[config.mk]
export PLATFORM = sky130hd
export DESIGN_NAME = alu_issue_queue
export DESIGN_NICKNAME = d
export VERILOG_FILES = /design/src/rtl/alu_pkg.sv /design/src/rtl/alu_cmd_fifo.sv /design/src/rtl/alu_issue_queue.sv
export SDC_FILE = /design/constraint.sdc
export NUM_CORES = 1
export LEC_CHECK = 0
export ABC_AREA = 1
export CAP_MARGIN = 20
export CORE_ASPECT_RATIO = 0.9
export CORE_MARGIN = 3
export CORE_UTILIZATION = 50
export CTS_CLUSTER_DIAMETER = 80
export DETAILED_ROUTE_END_ITERATION = 12
export DONT_BUFFER_PORTS = 1
export GPL_TIMING_DRIVEN = 0
export PLACE_DENSITY = 0.76
export SYNTH_ARGS = -nofsm -noshare
export SYNTH_HDL_FRONTEND = slang
export SYNTH_SLANG_ARGS = --single-unit
[constraint.sdc]
create_clock -name clk -period 3.6 [get_ports clk]
set_input_delay 0.36 -clock clk [delete_from_list [all_inputs] [get_ports clk]]
set_output_delay 0.36 -clock clk [all_outputs]
set_load 0.01 [all_outputs]
[src/rtl/alu_pkg.sv]
// Shared widths, opcode encoding and legality helper for the ALU issue path.
package alu_pkg;

    localparam int DATA_W = 8;
    localparam int OP_W   = 3;

    typedef enum logic [OP_W-1:0] {
        ALU_ADD = 3'd0,
        ALU_SUB = 3'd1,
        ALU_AND = 3'd2,
        ALU_OR  = 3'd3,
        ALU_NOT = 3'd4
    } alu_op_e;

    localparam logic [OP_W-1:0] ALU_OP_MAX = 3'd4;

    function automatic logic op_illegal(input logic [OP_W-1:0] op);
        return op > ALU_OP_MAX;
    endfunction

endpackage

[src/rtl/alu_cmd_fifo.sv]
// Synchronous FIFO holding packed commands ahead of the issue register.
module alu_cmd_fifo #(
    parameter  int WIDTH = 8,
    parameter  int DEPTH = 4,
    localparam int PTR_W = $clog2(DEPTH),
    localparam int CNT_W = $clog2(DEPTH + 1)
) (
    input  logic             clk,
    input  logic             rst_n,
    input  logic             push,
    input  logic [WIDTH-1:0] din,
    input  logic             pop,
    output logic [WIDTH-1:0] dout,
    output logic             full,
    output logic             empty,
    output logic [CNT_W-1:0] count
);

    logic [WIDTH-1:0] mem [DEPTH];
    logic [PTR_W-1:0] wr_ptr;
    logic [PTR_W-1:0] rd_ptr;
    logic             push_ok;
    logic             pop_ok;

    assign full    = (count == CNT_W'(DEPTH));
    assign empty   = (count == '0);
    assign push_ok = push && !full;
    assign pop_ok  = pop && !empty;
    assign dout    = mem[rd_ptr];

    // DEPTH is a power of two, so pointers wrap by natural overflow
    always_ff @(posedge clk or negedge rst_n) begin
        if (!rst_n) begin
            wr_ptr <= '0;
            rd_ptr <= '0;
            count  <= '0;
        end else begin
            if (push_ok) wr_ptr <= wr_ptr + PTR_W'(1);
            if (pop_ok)  rd_ptr <= rd_ptr + PTR_W'(1);
            case ({push_ok, pop_ok})
                2'b10:   count <= count + CNT_W'(1);
                2'b01:   count <= count - CNT_W'(1);
                default: count <= count;
            endcase
        end
    end

    always_ff @(posedge clk) begin
        if (push_ok) mem[wr_ptr] <= din;
    end

endmodule

[src/rtl/alu_issue_queue.sv]
// Command FIFO, registered ALU operand issue and response capture with flags.
module alu_issue_queue
    import alu_pkg::*;
#(
    parameter  int DEPTH = 4,
    parameter  int TAG_W = 4,
    localparam int CNT_W = $clog2(DEPTH + 1)
) (
    input  logic              clk,
    input  logic              rst_n,
    input  logic              cmd_valid,
    output logic              cmd_ready,
    input  logic [DATA_W-1:0] cmd_a,
    input  logic [DATA_W-1:0] cmd_b,
    input  logic [OP_W-1:0]   cmd_op,
    input  logic [TAG_W-1:0]  cmd_tag,
    output logic [DATA_W-1:0] alu_a,
    output logic [DATA_W-1:0] alu_b,
    output logic [OP_W-1:0]   alu_opcode,
    input  logic [DATA_W-1:0] alu_result,
    output logic              rsp_valid,
    input  logic              rsp_ready,
    output logic [DATA_W-1:0] rsp_result,
    output logic              rsp_zero,
    output logic              rsp_err,
    output logic [TAG_W-1:0]  rsp_tag,
    output logic [CNT_W-1:0]  occupancy
);

    localparam int ENTRY_W = 2 * DATA_W + OP_W + TAG_W;

    logic [ENTRY_W-1:0] fifo_din;
    logic [ENTRY_W-1:0] fifo_dout;
    logic               fifo_full;
    logic               fifo_empty;
    logic               push;
    logic               issue_valid;
    logic [TAG_W-1:0]   issue_tag;
    logic               rsp_load;
    logic               issue_load;
    logic [DATA_W-1:0]  head_a;
    logic [DATA_W-1:0]  head_b;
    logic [OP_W-1:0]    head_op;
    logic [TAG_W-1:0]   head_tag;

    // Full blocks acceptance even when the head pops this cycle
    assign cmd_ready  = !fifo_full && rst_n;
    assign push       = cmd_valid && cmd_ready;
    assign fifo_din   = {cmd_a, cmd_b, cmd_op, cmd_tag};
    assign {head_a, head_b, head_op, head_tag} = fifo_dout;

    assign rsp_load   = issue_valid && (!rsp_valid || rsp_ready);
    assign issue_load = !fifo_empty && (!issue_valid || rsp_load);

    alu_cmd_fifo #(
        .WIDTH (ENTRY_W),
        .DEPTH (DEPTH)
    ) u_fifo (
        .clk   (clk),
        .rst_n (rst_n),
        .push  (push),
        .din   (fifo_din),
        .pop   (issue_load),
        .dout  (fifo_dout),
        .full  (fifo_full),
        .empty (fifo_empty),
        .count (occupancy)
    );

    always_ff @(posedge clk or negedge rst_n) begin
        if (!rst_n) begin
            issue_valid <= 1'b0;
            alu_a       <= '0;
            alu_b       <= '0;
            alu_opcode  <= '0;
            issue_tag   <= '0;
        end else if (issue_load) begin
            issue_valid <= 1'b1;
            alu_a       <= head_a;
            alu_b       <= head_b;
            alu_opcode  <= head_op;
            issue_tag   <= head_tag;
        end else if (rsp_load) begin
            issue_valid <= 1'b0;
        end
    end

    // Illegal opcodes flow through; the ALU yields 0 so zero and err both set
    always_ff @(posedge clk or negedge rst_n) begin
        if (!rst_n) begin
            rsp_valid  <= 1'b0;
            rsp_result <= '0;
            rsp_zero   <= 1'b0;
            rsp_err    <= 1'b0;
            rsp_tag    <= '0;
        end else if (rsp_load) begin
            rsp_valid  <= 1'b1;
            rsp_result <= alu_result;
            rsp_zero   <= (alu_result == '0);
            rsp_err    <= op_illegal(alu_opcode);
            rsp_tag    <= issue_tag;
        end else if (rsp_ready) begin
            rsp_valid  <= 1'b0;
        end
    end

endmodule

* After elaboration in Yosys (flattened, before gate mapping)
Memories as Yosys holds them, arrays and structs flattened. A register that Yosys moved wholly into a read port is not among the register bits.
Index checks and enable logic that the tools add are counted.
** Cells by class
- $add $sub $neg :: 4
- $lt $le $gt $ge :: 1
- Equal/unequal tests :: 3
- Multiplexer cells :: 7
- Reductions and logical operators :: 18
** Operator list (number)
- $logic_not A8 Y1 :: 1
- $logic_and A1 B1 Y1 :: 6
- $mux W1 :: 6
- $pmux W3 S2 :: 1
- $reduce_bool A2 Y1 :: 3
- $logic_not A1 Y1 :: 5
- $add A2 B1 Y2 const B :: 2
- $add A3 B1 Y3 const B :: 1
- $eq A3 B3 Y1 const B :: 1
- $gt A3 B3 Y1 const B :: 1
- $logic_not A3 Y1 :: 1
- $sub A3 B1 Y3 const B :: 1
- $eq A2 B1 Y1 const B :: 1
- $eq A2 B2 Y1 const B :: 1
- $logic_or A1 B1 Y1 :: 2
** Storage, ports and cells
- Bits in registers :: 23
- RAM bits :: 92
- Bits of input ports :: 35
- Output and inout port bits :: 38
- Logic and storage cells :: 43
- Memories :: 1
** Memories
- u_fifo.mem :: depth 4, width 23, read ports 1, clocked after memory_dff 1, wr ports 1, line alu_cmd_fifo.sv:19 : logic [WIDTH-1:0] mem [DEPTH];

* Longest topological paths before layout
Gate-level depths: netlist of run 1.
- Word-level depth :: 8
- Gate-level depth with buffers :: 12
- Gate-level depth less buffers :: 11

* Hierarchy
From an unflattened synthesis of run 1, not the netlist that was laid out.
** Second synthesis, totals
- Cell total of the unflattened synthesis :: 506
- Area total of the unflattened synthesis :: 5710.5 µm²
** By module, submodules not included
- alu_cmd_fifo :: times used 1, cells each 330, area each 4126.5 µm², seq. area each 2937.8 µm²
- alu_issue_queue :: times used 1, cells each 176, area each 1584.0 µm², seq. area each 975.9 µm²

* Worst setup path after synthesis of run 1
No wires, ideal clock.
- Kind :: flip-flop to flip-flop
- From :: register u_fifo.count[0]
- To :: memory u_fifo.mem[0][0] (netlist name) (enable)
- Library setup time :: 0.403 ns
- Data arrival time :: 1.763 ns
- Data required time :: 3.197 ns
- Path slack :: 1.434 ns
- Cell stages (with the launch flop) :: 5
- Buffers on the path :: 0
- Period minus slack after synthesis :: 2.166 ns
- Cell sequence :: dfrtp_1 inv_2 nand3_1 nand3_2 nor2_1
** On the way
- Word-level cells in the longest chain between the ends :: 7
** Ends and longest elaborated chain
- start, declared :: line alu_cmd_fifo.sv:16 : output logic [CNT_W-1:0] count
- start signal, assigned :: line alu_cmd_fifo.sv:41 : 2'b10: count <= count + CNT_W'(1);
- start signal, assigned :: line alu_cmd_fifo.sv:42 : 2'b01: count <= count - CNT_W'(1);
- start signal, assigned :: line alu_cmd_fifo.sv:43 : default: count <= count;
- $eq A3 B3 Y1 * :: line alu_cmd_fifo.sv:25 : assign full = (count == CNT_W'(DEPTH));
- $logic_not A1 Y1 * :: line alu_cmd_fifo.sv:27, alu_issue_queue.sv:47
- $logic_and A1 B1 Y1 :: line alu_issue_queue.sv:47 : assign cmd_ready = !fifo_full && rst_n;
- $logic_and A1 B1 Y1 :: line alu_issue_queue.sv:48 : assign push = cmd_valid && cmd_ready;
- $logic_and A1 B1 Y1 * :: line alu_cmd_fifo.sv:27 : assign push_ok = push && !full;
- $mux W1 * :: line alu_cmd_fifo.sv:49 : if (push_ok) mem[wr_ptr] <= din;
- $mux W1 (implied by the code) * :: line alu_cmd_fifo.sv:49
- end, declared :: line alu_cmd_fifo.sv:19
Every way passes the cells marked *; elsewhere a longest branch is shown, timed or not.

* Worst setup path in the final report of run 1
- From :: register rsp_valid
- To :: register u_fifo.count[2]
** On the way
- Word-level cells in the longest chain between the ends :: 8
- Elaborated cells on any way between the ends :: 10
- Those cells by class :: 2 x eq/ne; 1 x mux; 7 x reduce/logical
** Ends and longest elaborated chain
- start, declared :: line alu_issue_queue.sv:21 : output logic rsp_valid,
- start signal, assigned :: line alu_issue_queue.sv:91 : rsp_valid <= 1'b0;
- start signal, assigned :: line alu_issue_queue.sv:97 : rsp_valid <= 1'b1;
- start signal, assigned :: line alu_issue_queue.sv:103 : rsp_valid <= 1'b0;
- $logic_not A1 Y1 * :: line alu_issue_queue.sv:52 : assign rsp_load = issue_valid && (!rsp_valid || rsp_ready);
- $logic_or A1 B1 Y1 * :: line alu_issue_queue.sv:52
- $logic_and A1 B1 Y1 * :: line alu_issue_queue.sv:52
- $logic_or A1 B1 Y1 * :: line alu_issue_queue.sv:53 : assign issue_load = !fifo_empty && (!issue_valid || rsp_load);
- $logic_and A1 B1 Y1 * :: line alu_issue_queue.sv:53
- named net issue_load :: line alu_issue_queue.sv:40 : logic issue_load;
- $logic_and A1 B1 Y1 * :: line alu_cmd_fifo.sv:28 : assign pop_ok = pop && !empty;
- $eq A2 B1 Y1 or $eq A2 B2 Y1 (tied branches) :: line alu_cmd_fifo.sv:40 : case ({push_ok, pop_ok})
- $pmux W3 S2 or $reduce_bool A2 Y1 (tied branches)
The timed path passes the listed nets; every way through them passes the cells marked *.
A chain may end at the register's enable or synchronous reset.

==> results of run 1 <==
==> logic make-up after synthesis <==
group,count (synthesis)
adder cells (fa/ha/maj),6
buffers and inverters,135
AND/OR/NAND/NOR,289
AO/OA/AOI/OAI,9
XOR/XNOR,4
flip-flops,138
==> per-layer routing <==
metal	wire, um	GRT usage (%)	vias to the layer above
met5	0	0	-
met4	242	8.18	0
met3	1030	8.26	20
met2	5530	31.6	131
met1	4800	22.9	1781
li1	-	-	1845
==> report_power, final <==
group	switching (mW)	internal [mW]
Clock	0.638	1.23
Sequential	0.316	2.08
Combinational	1.11	0.588
Total	2.06	3.90
==> sequential cells by signal (all words and copies together) (netlist names) <==
| register | flops |
|---|---|
| u_fifo.rd_ptr | 2 |
| alu_opcode | 3 |
| rsp_valid | 1 |
| issue_tag | 4 |
| u_fifo.count | 3 |
| u_fifo.wr_ptr | 2 |
| issue_valid | 1 |
| rsp_err | 1 |
| alu_b | 8 |
| rsp_zero | 1 |
| u_fifo.mem | 92 |
| rsp_tag | 4 |
| rsp_result | 8 |
| alu_a | 8 |
==> critical path, delay by kind of cell (launching register included) <==
kind                     cells  cell delay (ns)
flip-flops                   1             0.43
buffers and inverters        3             0.39
XOR/XNOR                     1             0.14
AND/OR/NAND/NOR              4             0.48
adder cells (fa/ha/maj)      2             0.57
==> cell type report <==
type	count	share of cell area (%)
multi-input combinational	308	19.8
timing repair buffer	6	1.43
clock buffer	26	8.90
tap	152	2.80
inverter	114	6.29
buffer	21	2.28
sequential	138	57.5
clock inverter	6	0.920
==> stage by stage <==
stage	power, mW	cells	setup WS, ns	hold WS (ns)
4_1_cts	6.00	771	1.46	0.0199
6_report	5.96	771	1.47	0.0315
2_1_floorplan	3.61	581	1.43	0.0644
3_3_place_gp	4.00	733	0.603	0.0668
3_5_place_dp	4.09	737	1.47	0.0659
5_1_grt	6.34	771	1.33	0.0175
==> cell usage in the layout (no fill, tap or decap), types with 5 or more instances in the layout <==
cell,count
nand3_1,51
buf_6,7
edfxtp_1,92
ha_1,5
o21ai_1,7
clkbuf_16,22
inv_2,8
dfrtp_1,46
buf_2,10
nor2_1,5
nand2_1,223
inv_1,106
==> worst max-delay path by stage <==
stage | slack (ns) | cells past startpoint | end
3_5_place_dp | 1.47 | 10 | u_fifo.count[2]
5_1_grt | 1.33 | 5 | u_fifo.mem[3][13]
4_1_cts | 1.46 | 10 | u_fifo.count[2]
6_report | 1.47 | 10 | u_fifo.count[2]
3_3_place_gp | 0.60 | 4 | u_fifo.mem[2][8]
2_1_floorplan | 1.43 | 4 | u_fifo.mem[0][0]
==> metrics.txt, run 1 <==
outcome=complete, no violations; worst r2r src=rsp_valid; clk buf depth=2; Clock Latency Late Sink=0.42 ns; Final setup viols=0; Syn Nets=622; Slowest Stage Delay on Critical Path=0.43 ns; # resized after CTS=0; Yosys reg bits=138; setup TNS=0 ns; Starting Density=52.5%; area leader, netlist=edfxtp_1; First DRT Iteration DRCs=261; Maximum Capacitance Violations=0; R2R Path End=u_fifo.count[2]; min-delay worst type=in2reg; post-synthesis mux area share=0%; Required @ worst endpoint=3.90 ns; Syn Area/Cell=10.0 sq um; clk slew on worst S/H paths=0.06 ns; crit path kind=reg2reg; Synth Area in XOR/XNOR=0.600%; Row Count=36; Power per Cell Area=876 nW/um^2; storage element area=3910 sq um; Synth Area in Adders=1.42%; core area=11,100 sq um; drt pass-1 iters=5; area taken by multi-input logic gates=1350 sq um; clk_skew=0.00626 ns; htree depth=4; I/O pin cnt=73; Clk Tree Root Cell=clkbuf_16; first-pass GRT wire length=19,000 um; area grow syn2layout=16.6%; Final Core Density=61.1%; slew of the pin with the lowest slew margin=0.772 ns; dpl cell area=6100 sq um; vias in the first global route=3,952; worst setup path start=rsp_valid; Syn Inst Count=581; Pleak=3.25 nW; Diodes inserted=0; die area=13,000 sq um; Worst setup EP type=register; final period utilization=59.1%; # fillers=845; Post-synth EDFFs=92; Main synth FF type=edfxtp_1; Synth Cell Area=5840 sq um; Nets=647; yosys synthesis warning count=0; Worst Hold Path EP=u_fifo.mem[3][12]; clock sink total=138; CP cell instances=nand3_1 > nand2_4 > inv_2 > buf_4 > ha_1 > inv_1 > fa_1 > nand2_1 > nand3_1 > xor2_1; drt drc=0; CP max FO=10; most used cell along the critical path=nand3_1; Num CTS Buffers=17; CP max stage cell=dfrtp_1; hold path startpoint=cmd_b[5]; TritonCTS clock tree=built; Synth Area in Compound Gates=0.772%; Slew HR=48.5%; synth top area cells=edfxtp_1, dfrtp_1, nand2_1; initial antenna violation count=0; Synth Area in Simple Gates=20.2%; Reg2Reg Depth=10; die width=120 um; ys async rst share=33.3%; fin. max-slew vios=0; worst vdd ir=460 uV; Final Routed Wirelength=11,600 um; pin count of the biggest net entering global routing=47; setup bufs post-CTS=0; Post-synth top cells=nand2_1, inv_1, edfxtp_1, nand3_1, dfrtp_1; GP Congestion=0.727; Seq/Total Area, Yosys=67.1%; most frequent cell after synthesis=nand2_1; Port Buf Inserts=0; Final Hold Fails=0; RSZ-0062 raised after global routing=false; Final Cell Area=6800 sq um; Tmin final=2.13 ns; f_max=0.470 GHz; largest family of logic cells by synthesized area=simple AND/OR/NAND/NOR gates; Synth cell types=21; hold buffer count at cts=2; wire per inst=15.0 um; layout cell share with drive strength beyond 1=11.6%; dpl hpwl=7430 um; Critical Path AT=2.43 ns; all-layer global routing usage=19.4%; Synth top area share=47.3%; CP Launch Type=register; vias per cell=4.90; vias=3,777; flop2flop setup slack=1.47 ns; post-route ant nets=0; cell count of the worst hold path=0; grt total ovfl=0; Die Ht=108 um
No activity file was read; power rests on OpenSTA's default activity.
==> inputs of run 2 (changes only) <==
--- a/config.mk
+++ b/config.mk
@@ -14,7 +14,7 @@
 export DETAILED_ROUTE_END_ITERATION = 12
 export DONT_BUFFER_PORTS = 1
 export GPL_TIMING_DRIVEN = 0
-export PLACE_DENSITY = 0.76
+export PLACE_DENSITY = 0.79
 export SYNTH_ARGS = -nofsm -noshare
 export SYNTH_HDL_FRONTEND = slang
 export SYNTH_SLANG_ARGS = --single-unit
==> constraint.sdc (replaced) <==
create_clock -name clk -period 1.8 [get_ports clk]
set_input_delay 0.18 -clock clk [delete_from_list [all_inputs] [get_ports clk]]
set_output_delay 0.18 -clock clk [all_outputs]
set_load 0.01 [all_outputs]
==> metrics.txt, run 2 (same netlist as run 1, synthesis figures left out) <==
htree depth=4; M1 GR Usage=24.1%; Clk Tree Root Cell=clkbuf_16; # fillers=809; Num CTS Buffers=17; die width=120 um; GP Congestion=0.740; die area=13,000 sq um; most frequent cells in the layout=nand2_1, inv_1, edfxtp_1; worst vdd ir=855 uV; worst setup path start=u_fifo.count[2]; layout cell share with drive strength beyond 1=12.8%; Worst setup EP type=register; switching share of power=35.0%; global-route layer with the greatest usage=met2; drt drc=0; clk_skew=0.00792 ns; max FFs per register=92; First DRT Iteration DRCs=275; combinational share of power=31.7%; Reg2Reg Depth=10; Starting Density=52.5%; clk slew on worst S/H paths=0.06 ns; pre-CTS setup slack=-0.282 ns; I/O pin cnt=73; cell count of the worst hold path=5; wire per inst=16.1 um; met3 Resource Use GR=4.71%; Pleak=3.44 nW; sequential power share=39.0%; Clock power frac=29.3%; post-route ant nets=0; grt total ovfl=0; commonest non-fill, non-tap cell in the layout=nand2_1; core area=11,100 sq um; Port Buf Inserts=0; Slowest Stage Delay on Critical Path=0.44 ns; drt pass-1 iters=5; PnR worst setup slack=0.0519 ns; outcome=complete, no violations; Final setup viols=0; Biggest register=u_fifo.mem; hold path startpoint=alu_result[0]; CP max stage cell=dfrtp_2; Critical Path AT=2.03 ns; worst r2r src=u_fifo.count[2]; TritonCTS clock tree=built; CP cell instances=inv_2 > nand3_4 > nand2_4 > inv_8 > ha_4 > inv_2 > fa_2 > nand2_1 > nand3_1 > xor2_1; Required @ worst endpoint=2.08 ns; Final Routed Wirelength=13,100 um; Slew HR=61.2%; clk buf depth=2; Maximum Capacitance Violations=0; setup TNS=0 ns; first-pass GRT wire length=20,400 um; Tmin final=1.75 ns; clock sink total=138; CP Launch Type=register; min-delay worst type=in2reg; area grow syn2layout=25.7%; Psw=4.33 mW; all-layer global routing usage=20.5%; Power per Cell Area=1690 nW/um^2; met2 GRT Util=36.1%; fin. max-slew vios=0; vias per cell=5.02; vias in the first global route=4,220; dpl hpwl=7870 um; CP max FO=3; Die Ht=108 um; vias=4,088; Clock Latency Late Sink=0.41 ns; crit path kind=reg2reg; initial antenna violation count=1; pin count of the biggest net entering global routing=49; Nets=691; Int Power=8.05 mW; most used cell along the critical path=inv_2; Row Count=36; slew of the pin with the lowest slew margin=0.582 ns; final period utilization=97.1%; f_max=0.572 GHz; Final Hold Fails=0
[run 2: worst paths after layout]
path                       slack [ns]         endpoint
max in group asynchronous        1.28  u_fifo.count[2]
setup reg to reg                 0.05  u_fifo.count[2]
min in group asynchronous        0.27         alu_b[2]
setup / recovery                 0.05  u_fifo.count[2]
hold / removal                   0.04         rsp_zero
hold reg to reg                  0.47       rsp_tag[3]
[run 2: metal layers]
metal	vias to the layer above	part of all wire, %	routed length [um]
met5	-	0	0
met4	0	2.1	278
met3	28	7.6	1000
met2	191	50	6560
met1	1937	40	5260
li1	1932	-	-
[run 2: layout make-up]
| class | instances | area (sq um) | area share (%) |
|---|---|---|---|
| antenna | 1 | 2.50 | 0.0341 |
| buffer | 20 | 148 | 2.01 |
| clock buffer | 21 | 440 | 6.00 |
| clock inverter | 10 | 174 | 2.37 |
| inverter | 114 | 440 | 6.00 |
| multi-input combinational | 308 | 1420 | 19.3 |
| sequential | 138 | 3920 | 53.4 |
| tap | 152 | 190 | 2.59 |
| timing repair buffer | 51 | 606 | 8.26 |
[run 2: worst max-delay path: cells and delay by family (launching register included)]
kind | cells | cell delay (ns)
buf+inv | 3 | 0.19
simple gates | 4 | 0.32
fa+ha+maj | 2 | 0.48
xor+xnor | 1 | 0.18
flops | 1 | 0.44
[run 2: timing repair]
action                                 in CTS  in global routing
endpoints found under the hold margin     151                  0
setup endpoints to repair                  94                 57
gates resized for setup                    14                  5
pin swaps                                   2                  8
hold buffers                               35                  0
setup buffers                               5                  7
[run 2: power by group through the flow]
stage / Combinational [mW] / Sequential (mW) / Clock, mW
floorplan: 2.53 / 4.71 / 0
finish: 3.92 / 4.83 / 3.63
global route: 4.41 / 4.91 / 3.77
global placement: 3.19 / 4.83 / 0
detailed placement: 3.44 / 4.85 / 0
CTS: 3.73 / 4.81 / 3.64
[run 2: metrics by stage]
step / area, sq um / cells / power, mW / hold slack (ns) / util (%)
after global routing: 7330 / 815 / 13.1 / 0.0672 / 65.9
after detailed placement: 6160 / 737 / 8.29 / -0.115 / 55.3
after global placement: 6040 / 733 / 8.02 / -0.114 / 54.3
after CTS: 7230 / 807 / 12.2 / 0.0420 / 64.9
after floorplan: 5850 / 581 / 7.24 / -0.116 / -
final: 7330 / 815 / 12.4 / 0.0427 / 65.9
==> inputs of run 3 (changes only) <==
--- a/config.mk
+++ b/config.mk
@@ -6,7 +6,7 @@
 export NUM_CORES = 1
 export LEC_CHECK = 0
 export ABC_AREA = 1
-export CAP_MARGIN = 20
+export CAP_MARGIN = 5
 export CORE_ASPECT_RATIO = 0.9
 export CORE_MARGIN = 3
 export CORE_UTILIZATION = 50
==> metrics.txt, run 3 (same netlist as run 1, synthesis figures left out) <==
area grow syn2layout=25.7%; initial antenna violation count=1; I/O pin cnt=73; most used cell along the critical path=inv_2; global-route layer with the greatest usage=met2; TritonCTS clock tree=built; CP Launch Type=register; Final Routed Wirelength=13,100 um; htree depth=4; wire per inst=16.1 um; Worst setup EP type=register; Tmin final=1.75 ns; worst path buffer plus inverter count=3; vias per cell=5.02; Nets=691; outcome=complete, no violations; Slowest Stage Delay on Critical Path=0.44 ns; setup TNS=0 ns; Starting Density=52.5%; met2 GRT Util=36.1%; storage element area=3920 sq um; Final setup viols=0; first-pass GRT wire length=20,400 um; crit path kind=reg2reg; pin count of the biggest net entering global routing=49; slew of the pin with the lowest slew margin=0.582 ns; all-layer global routing usage=20.5%; final period utilization=97.1%; vias in the first global route=4,220; core area=11,100 sq um; min-delay worst type=in2reg; Port Buf Inserts=0; total power=12.4 mW; Required @ worst endpoint=2.08 ns; Clock Latency Late Sink=0.41 ns; die area=13,000 sq um; f_max=0.572 GHz; Power per Cell Area=1690 nW/um^2; dpl hpwl=7870 um; Final Cell Area=7330 sq um; CP max stage cell=dfrtp_2; Row Count=36; max FFs per register=92; drt pass-1 iters=5; clock sink total=138; # fillers=809; grt total ovfl=0; Maximum Capacitance Violations=0; CP max FO=3; CP delay by family, top=adder cells; First DRT Iteration DRCs=275; worst vdd ir=855 uV; die width=120 um; vias=4,088; Num CTS Buffers=17; Final Hold Fails=0; fin. max-slew vios=0; commonest non-fill, non-tap cell in the layout=nand2_1; Slew HR=61.2%; clk slew on worst S/H paths=0.06 ns; layout cell share with drive strength beyond 1=12.8%; clk_skew=0.00792 ns; Critical Path AT=2.03 ns; Die Ht=108 um; CP cell instances=inv_2 > nand3_4 > nand2_4 > inv_8 > ha_4 > inv_2 > fa_2 > nand2_1 > nand3_1 > xor2_1; GP Congestion=0.740; most frequent cells in the layout=nand2_1, inv_1, edfxtp_1; area taken by multi-input logic gates=1420 sq um; drt drc=0; clk buf depth=2; met3 Resource Use GR=4.71%; post-route ant nets=0; Clk Tree Root Cell=clkbuf_16; Pleak=3.44 nW; Biggest register=u_fifo.mem; dpl cell area=6160 sq um; M1 GR Usage=24.1%
run 3: cell counts in the layout (fill, tap and decap cells not counted):
Identical to the previous run, type by type.
run 3: repair_timing:
item,CTS,global route
hold buffers,35,0
hold endpoints to repair,151,0
gates resized for setup,14,5
buffers inserted,5,7
endpoints found under the setup margin,94,57
pin swaps,2,8
run 3: power breakdown:
part	internal, mW	switching [mW]
registers	4.16	0.669
logic	1.45	2.47
clock network	2.43	1.19
run 3: worst min-delay path, stage by stage:
cell	delay [ns]
nor2_1	0.02
nand3_1	0.07
nor2_1	0.04
nand2_1	0.05
nand2_1	0.04
run 3: cell type report:
class                           count  area share, %
Antenna cell                        1         0.0341
Buffer                             20           2.01
Clock buffer                       21           6.00
Clock inverter                     10           2.37
Inverter                          114           6.00
Multi-Input combinational cell    308           19.3
Sequential cell                   138           53.4
Tap cell                          152           2.59
Timing Repair Buffer               51           8.26
run 3: final timing paths:
kind / startpoint / endpoint / slack, ns / cells after the start
worst min-delay path: alu_result[0] / rsp_zero / 0.04 / 5
worst max register to register: u_fifo.count[2] / u_fifo.count[2] / 0.05 / 10
worst min register to register: issue_tag[3] / rsp_tag[3] / 0.47 / 2
worst max-delay path: u_fifo.count[2] / u_fifo.count[2] / 0.05 / 10
min in group asynchronous: rst_n / alu_b[2] / 0.27 / 2
max in group asynchronous: rst_n / u_fifo.count[2] / 1.28 / 2
run 3: through the flow:
| step | setup slack (ns) | hold WS, ns | util (%) | instances |
|---|---|---|---|---|
| after floorplan | -0.366 | -0.116 | - | 581 |
| after global placement | -1.21 | -0.114 | 54.3 | 733 |
| after detailed placement | -0.282 | -0.115 | 55.3 | 737 |
| after CTS | 0.00160 | 0.0420 | 64.9 | 807 |
| after global routing | -0.00996 | 0.0672 | 65.9 | 815 |
| final | 0.0519 | 0.0427 | 65.9 | 815 |
run 3: metal layers:
layer,up-vias,wire [um]
met4,0,278
li1,1932,-
met2,191,6560
met3,28,1000
met5,-,0
met1,1937,5260
